File: src/rtl/booth_sequencer_if.sv
// rtl/booth_sequencer_if.sv - operand, multiplier and product handshake bundle for booth_sequencer
//
// Purpose: groups every non-clock/reset signal of booth_sequencer.
//   slave  modport: the sequencer itself.
//   master modport: the surroundings (operand source, booth multiplier, product consumer).
// Signals:
//   in_valid/in_ready/in_a/in_b        operand pair handshake (two's complement)
//   mul_in1/mul_in2/mul_start/mul_reset  drive to booth (start 0 = load, 1 = step; reset active-low)
//   mul_result/mul_count               booth product and step counter
//   res_valid/res_ready/res_data       product handshake (signed, 2*WIDTH bits)
//   sync_err                           sticky step-counter mismatch flag
interface booth_sequencer_if #(
  parameter int WIDTH = 4,
  parameter int CNT_W = 2
);
  logic                 in_valid;
  logic                 in_ready;
  logic [WIDTH-1:0]     in_a;
  logic [WIDTH-1:0]     in_b;
  logic [WIDTH-1:0]     mul_in1;
  logic [WIDTH-1:0]     mul_in2;
  logic                 mul_start;
  logic                 mul_reset;
  logic [2*WIDTH-1:0]   mul_result;
  logic [CNT_W-1:0]     mul_count;
  logic                 res_valid;
  logic                 res_ready;
  logic [2*WIDTH-1:0]   res_data;
  logic                 sync_err;

  modport slave (
    input  in_valid, in_a, in_b, mul_result, mul_count, res_ready,
    output in_ready, mul_in1, mul_in2, mul_start, mul_reset, res_valid, res_data, sync_err
  );

  modport master (
    output in_valid, in_a, in_b, mul_result, mul_count, res_ready,
    input  in_ready, mul_in1, mul_in2, mul_start, mul_reset, res_valid, res_data, sync_err
  );
endinterface

File: src/rtl/booth_sequencer.sv
// rtl/booth_sequencer.sv - load/step control stage for the sequential Booth multiplier
//
// Purpose: takes a signed operand pair, has booth load it, issues exactly CYCLES
//   step pulses, then captures the product into a held output register.
//   The booth step counter is checked at capture; a mismatch sets sticky sync_err.
// Ports:
//   clk    rising-edge clock shared with booth
//   reset  asynchronous active-high reset (also holds booth in reset via mul_reset)
//   bus    booth_sequencer_if.slave: operand in, booth drive, product out, sync_err
module booth_sequencer #(
  parameter int WIDTH  = 4,
  parameter int CYCLES = 4,
  parameter int CNT_W  = 2
) (
  input  logic                clk,
  input  logic                reset,
  booth_sequencer_if.slave    bus
);

  localparam int STEP_W = (CYCLES > 1) ? $clog2(CYCLES) : 1;
  localparam logic [STEP_W-1:0] LAST_STEP  = STEP_W'(CYCLES - 1);
  // Booth's counter wraps, so after CYCLES steps it reads CYCLES mod 2**CNT_W.
  localparam logic [CNT_W-1:0]  COUNT_DONE = CNT_W'(CYCLES);

  typedef enum logic [1:0] {
    IDLE    = 2'd0,
    LOAD    = 2'd1,
    RUN     = 2'd2,
    CAPTURE = 2'd3
  } state_t;

  state_t               state;
  state_t               state_next;
  logic [WIDTH-1:0]     op_a;
  logic [WIDTH-1:0]     op_b;
  logic [STEP_W-1:0]    step_cnt;
  logic                 res_valid_q;
  logic [2*WIDTH-1:0]   res_data_q;
  logic                 sync_err_q;
  logic                 in_ready_c;
  logic                 mul_start_c;
  logic                 accept;

  // A new operation is only taken when the product register is free or being
  // drained this cycle, so CAPTURE can never overwrite an unread product.
  always_comb begin
    state_next  = state;
    in_ready_c  = 1'b0;
    mul_start_c = 1'b0;
    case (state)
      IDLE: begin
        in_ready_c = !res_valid_q || bus.res_ready;
        if (bus.in_valid && in_ready_c) state_next = LOAD;
      end
      LOAD: state_next = RUN;
      RUN: begin
        mul_start_c = 1'b1;
        if (step_cnt == LAST_STEP) state_next = CAPTURE;
      end
      CAPTURE: state_next = IDLE;
      default: state_next = IDLE;
    endcase
  end

  assign accept = bus.in_valid && in_ready_c;

  always_ff @(posedge clk or posedge reset) begin
    if (reset) begin
      state       <= IDLE;
      op_a        <= '0;
      op_b        <= '0;
      step_cnt    <= '0;
      res_valid_q <= 1'b0;
      res_data_q  <= '0;
      sync_err_q  <= 1'b0;
    end else begin
      state <= state_next;
      if (res_valid_q && bus.res_ready) res_valid_q <= 1'b0;
      case (state)
        IDLE: begin
          if (accept) begin
            op_a <= bus.in_a;
            op_b <= bus.in_b;
          end
        end
        LOAD: step_cnt <= '0;
        RUN:  step_cnt <= step_cnt + STEP_W'(1);
        CAPTURE: begin
          res_data_q  <= bus.mul_result;
          res_valid_q <= 1'b1;
          if (bus.mul_count != COUNT_DONE) sync_err_q <= 1'b1;
        end
        default: ;
      endcase
    end
  end

  assign bus.in_ready  = in_ready_c;
  assign bus.mul_start = mul_start_c;
  assign bus.mul_in1   = op_a;
  assign bus.mul_in2   = op_b;
  assign bus.mul_reset = ~reset;
  assign bus.res_valid = res_valid_q;
  assign bus.res_data  = res_data_q;
  assign bus.sync_err  = sync_err_q;

endmodule
File: src/flat_wrapper.sv
// flat-port wrapper written by rule: the top's interface ports become plain ports
module booth_sequencer_flat 
#(
  parameter int WIDTH  = 4,
  parameter int CYCLES = 4,
  parameter int CNT_W  = 2
)
  (clk, reset, bus_in_valid, bus_in_a, bus_in_b, bus_mul_result, bus_mul_count, bus_res_ready, bus_in_ready, bus_mul_in1, bus_mul_in2, bus_mul_start, bus_mul_reset, bus_res_valid, bus_res_data, bus_sync_err);
  booth_sequencer_if #(.WIDTH(WIDTH), .CNT_W(CNT_W)) bus_i ();
  input  logic clk;
  input  logic reset;
  input wire logic [$bits(bus_i.in_valid)-1:0] bus_in_valid;
  input wire logic [$bits(bus_i.in_a)-1:0] bus_in_a;
  input wire logic [$bits(bus_i.in_b)-1:0] bus_in_b;
  input wire logic [$bits(bus_i.mul_result)-1:0] bus_mul_result;
  input wire logic [$bits(bus_i.mul_count)-1:0] bus_mul_count;
  input wire logic [$bits(bus_i.res_ready)-1:0] bus_res_ready;
  output wire logic [$bits(bus_i.in_ready)-1:0] bus_in_ready;
  output wire logic [$bits(bus_i.mul_in1)-1:0] bus_mul_in1;
  output wire logic [$bits(bus_i.mul_in2)-1:0] bus_mul_in2;
  output wire logic [$bits(bus_i.mul_start)-1:0] bus_mul_start;
  output wire logic [$bits(bus_i.mul_reset)-1:0] bus_mul_reset;
  output wire logic [$bits(bus_i.res_valid)-1:0] bus_res_valid;
  output wire logic [$bits(bus_i.res_data)-1:0] bus_res_data;
  output wire logic [$bits(bus_i.sync_err)-1:0] bus_sync_err;
  assign bus_i.in_valid = bus_in_valid;
  assign bus_i.in_a = bus_in_a;
  assign bus_i.in_b = bus_in_b;
  assign bus_i.mul_result = bus_mul_result;
  assign bus_i.mul_count = bus_mul_count;
  assign bus_i.res_ready = bus_res_ready;
  assign bus_in_ready = bus_i.in_ready;
  assign bus_mul_in1 = bus_i.mul_in1;
  assign bus_mul_in2 = bus_i.mul_in2;
  assign bus_mul_start = bus_i.mul_start;
  assign bus_mul_reset = bus_i.mul_reset;
  assign bus_res_valid = bus_i.res_valid;
  assign bus_res_data = bus_i.res_data;
  assign bus_sync_err = bus_i.sync_err;
  booth_sequencer #(.WIDTH(WIDTH), .CYCLES(CYCLES), .CNT_W(CNT_W)) u_core (.clk(clk), .reset(reset), .bus(bus_i));
endmodule
File: config.mk
export PLATFORM = sky130hd
export DESIGN_NAME = booth_sequencer_flat
export DESIGN_NICKNAME = d
export VERILOG_FILES = /design/src/rtl/booth_sequencer_if.sv /design/src/rtl/booth_sequencer.sv /design/src/flat_wrapper.sv
export SDC_FILE = /design/constraint.sdc
export NUM_CORES = 1
export LEC_CHECK = 0
export CAP_MARGIN = 20
export CORE_MARGIN = 2
export CORE_UTILIZATION = 40
export CTS_CLUSTER_DIAMETER = 120
export DETAILED_ROUTE_END_ITERATION = 12
export PLACE_DENSITY_LB_ADDON = 0.05
export SYNTH_ARGS = -nofsm -noshare
export SYNTH_HDL_FRONTEND = slang
export SYNTH_SLANG_ARGS = --single-unit
File: constraint.sdc
create_clock -name clk -period 1.6 [get_ports clk]
set_input_delay 0.16 -clock clk [delete_from_list [all_inputs] [get_ports clk]]
set_output_delay 0.16 -clock clk [all_outputs]
set_load 0.01 [all_outputs]
==> metrics <==
clock-pin slew on the worst setup and hold paths 0.12 ns; Die Area 2810 µm²; CTS root buffer clkbuf_4; RSZ-0062 raised after global routing false; CP Buf/Inv Count 2; Max VDD drop 1.15 mV; Critical Path RT 1.44 ns; Setup TNS Final 0 ns; worst setup margin 0.101 ns; initial antenna violation count 0; Netlist Area Pre-Place 960 µm²; CP startpoint u_core.state[0]; Critical Path Slowest Stage Cell dfrtp_1; Switch Pwr 861 µW; # clock sinks 22; H-tree levels 1; Worst Hold Class input port to asynchronous set/reset pin; worst skew pair latency 0.30 ns; Cell Pwr Density 1860 nW/µm²; Crit. End Element output pin; FP Rows 17; CTS tree done; Reg-to-Reg Start u_core.state[0]; cells on worst reg2reg path 6; Crit path depth 4; Top delay family on crit path flip-flops; skew final 0.00144 ns; Clock power frac 11.1%; dpl hpwl 1.37 mm; Tcrit/Tclk final 93.7%; total power 2760 µW; Slew Limit Fails 0; final period demand of the worst path 1.50 ns; GR Util All Layers 15.1%; share of power burned in registers 35.3%; CP startpoint kind flop; outcome complete, no violations; sequential area share after synthesis 57.4%; cells after synthesis 64; routed len/inst 12.9 µm; drt initial violations 1; Final Hold Viols 0; Via Count 653; commonest non-fill, non-tap cells in the layout clkdlybuf4s50_1, dfrtp_1, mux2_4, mux2_2, inv_1; area delta synth->final 54.8%; synthesized flop and latch total 22; DP Worst Slack 0.0562 ns; Vert. Die Dim 53.0 µm; CTS Buf Count 3; syn nets 90; clock tree buffer depth 2; ANT cells 0; LEAKAGE 0.000670 µW; leading cell type in the layout, fill and taps excluded clkdlybuf4s50_1; largest net degree at the start of global routing 23; Power Internal 1900 µW; Detailed Routing Iterations Pass 1 3; Crit path largest cell delay 0.37 ns; combinational power share 53.7%; Die X 53.0 µm; average vias per placed instance 4.60; # IOs 43; Worst Path Arrival 1.34 ns; Routed WL 1.84 mm; worst reg2reg endpoint u_core.state[1]; Antenna Nets Post-Route 0; synthesized area per cell 15.0 µm²; relative slew slack 71.8%; Netlist cell types 18; initial core utilization 43.0%; synth warn 0; Max Cap Viol 0; switching share of total power 31.2%; Nets 141; grt ovf 0; Core Area 2230 µm²; DR DRC count 0; Worst Path Max Fanout 3; gpl congestion 0.721; first-pass GRT wire length 2.90 mm; port buffer count 42; layout cells sized above 1 26.3%; crit path kind flop to output pin; Peak Freq 667 MHz; actual slew at the worst max-slew pin 0.422 ns; Setup violations, final 0; worst path cell trace inv_1 > ha_1 > and2_2 > clkdlybuf4s15_1; number of global-route vias before repair 657; R2R Setup Slk 0.14 ns
[power by group through the flow]
stage | clock network, µW | logic [µW] | registers (µW)
floorplan | 0 | 686 | 1080
global placement | 0 | 1450 | 978
detailed placement | 0 | 1480 | 982
CTS | 319 | 1460 | 980
global route | 344 | 1610 | 1010
finish | 306 | 1480 | 973
[state kept, by name, summed over array words and instances, names as in the netlist]
name and cells:
u_core.bus.res_data 8, u_core.bus.sync_err 1, u_core.bus.mul_in1 4, u_core.state 2, u_core.step_cnt 2, u_core.bus.mul_in2 4
u_core.bus.res_valid 1
[worst register-to-register path, cell delays in order, from the launching register on]
cell,delay (ns)
dfrtp_1,0.40
inv_1,0.10
ha_1,0.17
buf_4,0.13
inv_1,0.05
o221ai_2,0.16
mux2_1,0.35
[cell usage after synthesis (all sizes together)]
cell type | number | area share (%)
a21oi | 1 | 0.52
mux2 | 17 | 23
nand2b | 4 | 3.4
o21ai | 2 | 1.0
and2 | 1 | 0.78
dfrtp | 22 | 57
inv | 6 | 2.3
nor2 | 1 | 0.39
o221ai | 1 | 1.6
ha | 4 | 5.2
mux2i | 1 | 1.0
nand3 | 2 | 2.3
buf | 1 | 0.52
nand2 | 1 | 0.39
[cell type report]
cell class	count	area, µm²
sequential	22	551
clock buffer	4	36.3
inverter	6	22.5
fill	174	748
tap	28	35.0
timing repair buffer	47	457
multi-input combinational	35	384
[stage by stage]
stage,std cells,util (%),cell area (µm²),hold WS (ns)
floorplan,64,-,960,0.184
global placement,136,64.1,1430,0.450
detailed placement,136,64.1,1430,0.471
CTS,140,65.8,1470,0.240
global route,142,66.5,1490,0.270
finish,142,66.5,1490,0.227
[logic make-up (layout without fill, tap and decap cells)]
family	after synthesis	in the layout	share of synthesized area, %
AOI/OAI and AO/OA	4	4	3.13
adders and majority gates	4	4	5.22
buffers and inverters	7	57	2.87
DFF	22	22	57.4
muxes	18	18	24.1
and+or+nand+nor	9	9	7.30
[worst max-delay path by stage]
stage                      endpoint  slack [ns]
floorplan           u_core.state[1]        0.17
global placement       bus_in_ready        0.05
detailed placement     bus_in_ready        0.06
CTS                    bus_in_ready        0.03
global route           bus_in_ready        0.02
finish                 bus_in_ready        0.10
[timing repair]
item | CTS | global route
gates resized for setup | 3 | 1
cloned | 0 | 0
setup buffers | 0 | 2
endpoints found under the setup margin | 2 | 1
hold buffers | 0 | 0
pin swaps | 0 | 0
[metal layers]
layer | vias to the layer above | part of all wire [%] | wire length, µm | global-route usage, %
met4 | 0 | 2.4 | 45 | 8.97
met5 | - | 0 | 0 | 0
met1 | 312 | 43 | 790 | 19.2
met3 | 4 | 6.8 | 125 | 5.08
met2 | 22 | 48 | 876 | 22.3
li1 | 315 | - | - | -
No activity file was read; power rests on OpenSTA's default activity.
